File: src/rtl/uart_pkg.sv
`default_nettype none
// ============================================================================
// Module      : uart_pkg
// Description : Shared UART definitions: frame state encoding (common to the
//               transmitter and receiver) and the default baud timing.
// Revision    : 1.0  initial release
// ============================================================================
package uart_pkg;

    // Bit-period counter width and reload value for the system baud rate
    // (reload = clk / baud - 1).
    localparam int         DEFAULT_N    = 5;
    localparam logic [4:0] DEFAULT_FULL = 5'd29;

    // Gray-style encoding shared with the receiver.
    typedef enum logic [1:0] {
        IDLE      = 2'b00,
        START_BIT = 2'b01,
        SENDING   = 2'b11,
        STOP_BIT  = 2'b10
    } uart_state_t;

endpackage
`default_nettype wire

File: src/rtl/uart_transmitter_if.sv
`default_nettype none
// ============================================================================
// Module      : uart_transmitter_if
// Description : Byte-write handshake and serial line of the UART transmitter.
//               master = byte producer, slave = transmitter.
// Revision    : 1.0  initial release
// ============================================================================
interface uart_transmitter_if;
    logic [7:0] Data;
    logic       Send;
    logic       Ready;
    logic       Busy;
    logic       Tx;

    modport master (output Data, output Send, input Ready, input Busy, input Tx);
    modport slave  (input Data, input Send, output Ready, output Busy, output Tx);
endinterface
`default_nettype wire

File: src/rtl/uart_bit_timer.sv
`default_nettype none
// ============================================================================
// Module      : uart_bit_timer
// Description : Bit-period down-counter. Load reloads FULL; Tick flags the
//               last clock of the current bit period (count == 0). The count
//               parks at zero instead of wrapping.
// Revision    : 1.0  initial release
// ============================================================================
module uart_bit_timer
    import uart_pkg::*;
#(
    parameter int           N    = DEFAULT_N,
    parameter logic [N-1:0] FULL = DEFAULT_FULL[N-1:0]
) (
    input  wire logic Clk,
    input  wire logic Reset,
    input  wire logic Load,
    output logic      Tick
);

    logic [N-1:0] count;

    // Reload at bit start, otherwise count down and hold at zero.
    always_ff @(posedge Clk or posedge Reset) begin
        if (Reset) begin
            count <= '0;
        end else if (Load) begin
            count <= FULL;
        end else if (count != '0) begin
            count <= count - 1'b1;
        end
    end

    assign Tick = (count == '0);

endmodule
`default_nettype wire

File: src/rtl/uart_transmitter.sv
`default_nettype none
// ============================================================================
// Module      : uart_transmitter
// Description : 8N1 UART transmitter, idle-high, LSB first, with a one-byte
//               holding register so frames can run back to back.
// Revision    : 1.0  initial release
// ============================================================================
module uart_transmitter
    import uart_pkg::*;
#(
    parameter int           N    = DEFAULT_N,
    parameter logic [N-1:0] FULL = DEFAULT_FULL[N-1:0]
) (
    input  wire logic         Clk,
    input  wire logic         Reset,
    uart_transmitter_if.slave bus
);

    uart_state_t state, state_next;
    logic [7:0]  shift, shift_next;
    logic [7:0]  hold, hold_next;
    logic        hold_full, hold_full_next;
    logic [2:0]  bit_count, bit_count_next;
    logic        tx, tx_next;
    logic        busy;
    logic        timer_load;
    logic        tick;
    logic        accept;

    // A write only lands when the holding register is empty.
    assign accept = bus.Send & ~hold_full;

    uart_bit_timer #(
        .N    (N),
        .FULL (FULL)
    ) u_bit_timer (
        .Clk   (Clk),
        .Reset (Reset),
        .Load  (timer_load),
        .Tick  (tick)
    );

    // State, datapath and line registers; reset drives the line high at once.
    always_ff @(posedge Clk or posedge Reset) begin
        if (Reset) begin
            state     <= IDLE;
            shift     <= '0;
            hold      <= '0;
            hold_full <= 1'b0;
            bit_count <= '0;
            tx        <= 1'b1;
            busy      <= 1'b0;
        end else begin
            state     <= state_next;
            shift     <= shift_next;
            hold      <= hold_next;
            hold_full <= hold_full_next;
            bit_count <= bit_count_next;
            tx        <= tx_next;
            busy      <= (state_next != IDLE);
        end
    end

    // Next-state logic: byte accept, frame sequencing and holding-register
    // hand-off. Accept and load never coincide since accept needs hold empty.
    always_comb begin
        state_next     = state;
        shift_next     = shift;
        hold_next      = hold;
        hold_full_next = hold_full;
        bit_count_next = bit_count;
        tx_next        = tx;
        timer_load     = 1'b0;

        if (accept) begin
            hold_next      = bus.Data;
            hold_full_next = 1'b1;
        end

        case (state)
            IDLE: begin
                if (hold_full) begin
                    shift_next     = hold;
                    hold_full_next = 1'b0;
                    tx_next        = 1'b0;
                    timer_load     = 1'b1;
                    state_next     = START_BIT;
                end
            end
            START_BIT: begin
                if (tick) begin
                    tx_next        = shift[0];
                    bit_count_next = 3'd0;
                    timer_load     = 1'b1;
                    state_next     = SENDING;
                end
            end
            SENDING: begin
                if (tick) begin
                    timer_load = 1'b1;
                    if (bit_count == 3'd7) begin
                        tx_next    = 1'b1;
                        state_next = STOP_BIT;
                    end else begin
                        shift_next     = shift >> 1;
                        tx_next        = shift[1];
                        bit_count_next = bit_count + 3'd1;
                    end
                end
            end
            STOP_BIT: begin
                if (tick) begin
                    if (hold_full) begin
                        // Chain straight into the next start bit: no idle gap.
                        shift_next     = hold;
                        hold_full_next = 1'b0;
                        tx_next        = 1'b0;
                        timer_load     = 1'b1;
                        state_next     = START_BIT;
                    end else begin
                        tx_next    = 1'b1;
                        state_next = IDLE;
                    end
                end
            end
            default: begin
                state_next = IDLE;
                tx_next    = 1'b1;
            end
        endcase
    end

    assign bus.Ready = ~hold_full;
    assign bus.Busy  = busy;
    assign bus.Tx    = tx;

endmodule
`default_nettype wire

File: src/flat_wrapper.sv
// flat-port wrapper written by rule: the top's interface ports become plain ports
module uart_transmitter_flat import uart_pkg::*;
#(
    parameter int           N    = DEFAULT_N,
    parameter logic [N-1:0] FULL = DEFAULT_FULL[N-1:0]
)
  (Clk, Reset, bus_Data, bus_Send, bus_Ready, bus_Busy, bus_Tx);
  uart_transmitter_if bus_i ();
  input  wire logic Clk;
  input  wire logic Reset;
  input wire logic [$bits(bus_i.Data)-1:0] bus_Data;
  input wire logic [$bits(bus_i.Send)-1:0] bus_Send;
  output wire logic [$bits(bus_i.Ready)-1:0] bus_Ready;
  output wire logic [$bits(bus_i.Busy)-1:0] bus_Busy;
  output wire logic [$bits(bus_i.Tx)-1:0] bus_Tx;
  assign bus_i.Data = bus_Data;
  assign bus_i.Send = bus_Send;
  assign bus_Ready = bus_i.Ready;
  assign bus_Busy = bus_i.Busy;
  assign bus_Tx = bus_i.Tx;
  uart_transmitter #(.N(N), .FULL(FULL)) u_core (.Clk(Clk), .Reset(Reset), .bus(bus_i));
endmodule
File: config.mk
export PLATFORM = sky130hd
export DESIGN_NAME = uart_transmitter_flat
export DESIGN_NICKNAME = d
export VERILOG_FILES = /design/src/rtl/uart_pkg.sv /design/src/rtl/uart_transmitter_if.sv /design/src/rtl/uart_bit_timer.sv /design/src/rtl/uart_transmitter.sv /design/src/flat_wrapper.sv
export SDC_FILE = /design/constraint.sdc
export NUM_CORES = 1
export LEC_CHECK = 0
export ABC_AREA = 1
export CORE_MARGIN = 3
export CORE_UTILIZATION = 55
export CTS_CLUSTER_SIZE = 12
export DETAILED_ROUTE_END_ITERATION = 6
export GPL_TIMING_DRIVEN = 0
export PLACE_DENSITY = 0.83
export SLEW_MARGIN = 10
export SYNTH_ARGS = -nofsm -noshare
export SYNTH_HDL_FRONTEND = slang
export SYNTH_SLANG_ARGS = --single-unit
File: constraint.sdc
create_clock -name Clk -period 1.9 [get_ports Clk]
set_input_delay 0.38 -clock Clk [delete_from_list [all_inputs] [get_ports Clk]]
set_output_delay 0.38 -clock Clk [all_outputs]
set_load 0.005 [all_outputs]
Word level (Yosys, flattened, before mapping)

Cells that the tools add are included.

Bits of input ports: 11
Register bits after elaboration: 29
Word-level logic and storage cells: 65
Output and inout bits: 3

Muxes and demuxes: 33
Bitwise operators: 2
Eq/ne operators: 9
Add/sub/neg operators: 2
Reductions and logical operators: 11

Operators with widths:

| kind                                             | number |
|---|---|
| two-way mux 8 bit                                | 4 |
| case mux 8 bit (3 select lines)                  | 1 |
| two-way mux 1 bit                                | 13 |
| AND reduction 4 bit                              | 3 |
| two-way mux 2 bit                                | 5 |
| two-way mux 5 bit                                | 2 |
| two-way mux 3 bit                                | 3 |
| != test 2 x 1 -> 1 bit, second input constant    | 4 |
| case mux 2 bit (4 select lines)                  | 1 |
| case mux 3 bit (2 select lines)                  | 1 |
| nonzero test 2 bit                               | 3 |
| zero test 5 bit                                  | 1 |
| nonzero test 5 bit                               | 1 |
| subtractor 5 x 1 -> 5 bit, second input constant | 1 |
| == test 2 bit, second input constant             | 2 |
| case mux 1 bit (4 select lines)                  | 1 |
| adder 3 x 1 -> 3 bit, second input constant      | 1 |
| == test 3 bit, second input constant             | 1 |
| case mux 1 bit (3 select lines)                  | 1 |
| nonzero test 3 bit                               | 1 |
| == test 2 x 1 -> 1 bit, second input constant    | 1 |
| zero test 2 bit                                  | 1 |
| != test 2 bit, second input constant             | 1 |
| case mux 1 bit (2 select lines)                  | 1 |
| other kinds (3)                                  | 3 |

Depth between registers and ports, before layout

Depth in word-level cells: 6
Mapped depth: 8
Depth with buffers taken out: 8

Modules after synthesis

A second synthesis with hierarchy kept.

Cells, all modules: 173
Area total of the unflattened synthesis: 1420.1 µm²

By module, submodules not included:

| module           | instances | area each (µm²) | seq. area each (µm²) | cells each |
|---|---|---|---|---|
| uart_transmitter | 1         | 1152.4          | 601.8                | 141 |
| uart_bit_timer   | 1         | 267.8           | 125.1                | 32 |

Worst setup path before layout

No wires, ideal clock.

Path type: reg-to-reg
From: register u_core.bit_count[0]
To: register u_core.shift[0]
Stages on the path, launching flop included: 9
Buffers on the path: 0
Setup time: 0.117 ns
Data arrival time: 1.284 ns
Period minus slack after synthesis: 1.400 ns
Slack: 0.500 ns
Data required time: 1.783 ns
Cell sequence: dfrtp_1 ha_1 ha_1 nor2_1 nand4_1 nand2_2 nand2_4 nand2_1 nand2_1

Word-level cells in the longest chain between the ends: 3

Ends and longest elaborated chain:

| element                              | RTL line                | RTL |
|---|---|---|
| from (decl)                          | uart_transmitter.sv:23  | `logic [2:0] bit_count, bit_count_next;` |
| from (signal assigned)               | uart_transmitter.sv:58  | `bit_count <= bit_count_next;` |
| == test 3 bit                        | uart_transmitter.sv:101 | `if (bit_count == 3'd7) begin` |
| != test 2 bit (no source line)       | -                       |  |
| AND reduction 4 bit (no source line) | -                       |  |
| to (signal assigned)                 | uart_transmitter.sv:55  | `shift <= shift_next;` |
| to (decl)                            | uart_transmitter.sv:20  | `logic [7:0] shift, shift_next;` |

Every way passes these cells.
A chain may end at the register's enable or synchronous reset.

Final worst setup path

From: register u_core.hold_full
To: output port bus_Ready

Word-level cells in the longest chain between the ends: 1

Ends and longest elaborated chain:

| element                | RTL line                | RTL |
|---|---|---|
| from (decl)            | uart_transmitter.sv:22  | `logic hold_full, hold_full_next;` |
| from (signal assigned) | uart_transmitter.sv:57  | `hold_full <= hold_full_next;` |
| inverter 1 bit         | uart_transmitter.sv:133 | `assign bus.Ready = ~hold_full;` |
| to (decl)              | flat_wrapper.sv:13      | `output wire logic [$bits(bus_i.Ready)-1:0] bus_Ready;` |

Every way passes these cells.

==> flow_summary.json <==
{
  "r2r_cells": 8,
  "ys_seq_elements": 29,
  "grt_pass1_wl_um": 5200,
  "synth_nets": 181,
  "nNetsFinal": 201,
  "hold_class": "flip-flop to flip-flop",
  "hold_viol_final": 0,
  "hold_end": "u_core.shift[6]",
  "final_util_pct": 68.6,
  "setup_viol": 0,
  "endpoint_kind": "output pin",
  "critical_path_required_ns": 1.52,
  "total_power_uw": 2520,
  "rows": 18,
  "worst_path_largest_cell_delay_ns": 0.51,
  "start_kind": "flip-flop",
  "grt_pass1_vias": 1187,
  "cts_root_buffer": "clkbuf_4",
  "cellPowerDensity_nw_per_um2": 1470,
  "coreArea_um2": 2500,
  "dr.first_iter.drc_count": 46,
  "grt_usage_pct": 20.7,
  "worst_pin_slew_ns": 1.08,
  "hold_slack_ns": 0.480,
  "crit_path_cell_trace": "inv_2 -> clkdlybuf4s50_1",
  "cts_tree": "done",
  "diodes": 0,
  "numCtsBuffers": 5,
  "viasPerCell": 5.34,
  "worst-path-max-fanout": 7,
  "clock-sinks": 29,
  "clock.fmax_mhz": 553,
  "dr.pass1.iters": 4,
  "reg2reg_to": "u_core.shift[5]",
  "drc": 0,
  "syn_area_um2": 1460,
  "finClkSkew_ns": 0.00452,
  "hold_depth": 2,
  "min_from": "u_core.shift[6]",
  "cp.arrival_ns": 1.43,
  "finalCritPeriodShare_pct": 95.2,
  "synth_cell_types": 26,
  "drv_cap": 0,
  "reg2reg_from": "u_core.bit_count[0]",
  "status": "finished, final reports clean",
  "post_cts_buffers": 0,
  "syn_avg_cell_area_um2": 8.76,
  "period_minus_slack_ns": 1.81,
  "dieArea_um2": 3310,
  "p_leak_uw": 0.000860,
  "vdd_drop_max_mv": 1.04,
  "cts.reportedPaths.clkPinSlew_ns": 0.09,
  "final_cell_mix": "nand2_1, dfrtp_1, nand3_1, clkdlybuf4s50_1, inv_1",
  "vias": 1165,
  "layout_commonest_cell": "nand2_1",
  "r2r_slack_ns": 0.29,
  "clk_latency_ns": 0.33,
  "hold_buffers": 0,
  "drv_slew": 0,
  "synth_seq_area_share_pct": 49.7,
  "drive_gt1_share_pct": 17.0,
  "routed_wl_um": 2950,
  "die_y_um": 57.6,
  "htree_levels": 2,
  "pin_count": 14,
  "io_buffers": 13,
  "crit_type": "flip-flop to output pin",
  "cp_slowest_cell": "clkdlybuf4s50_1",
  "worst_slew_margin_rel_pct": 28.0,
  "avgRoutedWirePerCell_um": 13.5,
  "synthCells": 167,
  "finalSetupTns_ns": 0,
  "ant_nets": 0,
  "gp_congestion": 0.885,
  "place_hpwl_um": 2050,
  "fp.dieW_um": 57.6,
  "overflow": 0,
  "grt_max_degree": 30,
  "antenna_found_initial": 0,
  "rsz0062_at_grt": "no",
  "ys_warn_count": 0,
  "area_growth_pct": 17.3,
  "initial_core_util_pct": 58.5,
  "clockBufferDepth": 2
}
==> per-layer routing <==
metal  routed length, um  share of wire [%]  vias to the layer above  GRT usage (%)
met2                1560                 53                       13           37.7
li1                    -                  -                      577              -
met5                   0                  0                        -              0
met4                  51                1.7                        0           7.28
met1                1250                 42                      568           22.1
met3                  89                3.0                        7           6.56
==> where the power goes <==
part           leakage [uW]  switching, uW  internal, uW  total (uW)
clock network     0.0000455            212           314         526
logic              0.000472            573           402         975
registers          0.000343            160           864        1020
total              0.000860            945          1580        2520
==> flip-flops by register name, indices dropped and copies added (netlist names) <==
name	flops
u_core.bit_count	3
u_core.bus.Tx	1
u_core.hold	8
u_core.shift	8
u_core.u_bit_timer.count	5
u_core.bus.Busy	1
u_core.hold_full	1
u_core.state	2
==> what timing repair did <==
item	4_1_cts	5_1_grt
endpoints found under the setup margin	0	1
resized for setup	0	1
hold endpoints to repair	0	0
==> cell type report <==
class                           instances  area (um^2)
Multi-Input combinational cell        121          651
Fill cell                             182          785
Sequential cell                        29          727
Clock inverter                          1         30.0
Timing Repair Buffer                   13          130
Buffer                                  3         27.5
Tap cell                               30         37.5
Inverter                               14         57.6
Clock buffer                            7         55.1
==> worst max path at each step <==
| stage | from | endpoint | slack, ns | cells past startpoint |
|---|---|---|---|---|
| CTS | u_core.hold_full | bus_Ready | 0.05 | 2 |
| floorplan | u_core.bit_count[0] | u_core.shift[0] | 0.50 | 8 |
| finish | u_core.hold_full | bus_Ready | 0.09 | 2 |
| global placement | Reset | u_core.bit_count[0] | 0.25 | 2 |
| global route | u_core.hold_full | bus_Ready | 0.05 | 2 |
| detailed placement | Reset | u_core.bit_count[1] | 0.20 | 2 |
==> worst max-delay path: cells and delay by family (launching register included) <==
kind                   cells  cell delay (ns)
DFF                        1             0.47
buffers and inverters      2             0.64
==> synth_stat cells, drive strengths merged <==
library cell  count  area, um^2
inv              13        48.8
clkinv            1        8.76
buf               3        27.5
nor2             10        55.1
or2               1        6.26
nand2            67         277
nand3b            1        7.51
xnor2             1        8.76
o21ai             7        35.0
ha                3        37.5
nand4             4        25.0
a21oi             4        31.3
a31oi             1        6.26
dfrtp            28         701
nand3            14        75.1
mux2              7        78.8
dfstp             1        26.3
o211ai            1        7.51
==> logic make-up (layout without fill, tap and decap cells) <==
family                     count (synthesis)  in the layout  share of synthesized area (%)
AOI/OAI and AO/OA                         13             13                           5.47
adders and majority gates                  3              3                           2.57
buffers and inverters                     17             38                           5.82
muxes                                      7              7                           5.39
xor gates and xnor gates                   1              1                          0.599
and+or+nand+nor                           97             97                           30.5
DFF                                       29             29                           49.7
==> stage by stage <==
| stage | instances | area, um^2 | setup slack, ns |
|---|---|---|---|
| after detailed placement | 210 | 1630 | 0.203 |
| after CTS | 218 | 1720 | 0.0473 |
| after global routing | 218 | 1720 | 0.0491 |
| after floorplan | 167 | 1460 | 0.500 |
| final | 218 | 1720 | 0.0920 |
| after global placement | 210 | 1630 | 0.248 |
(Power assumes the default switching activity.)
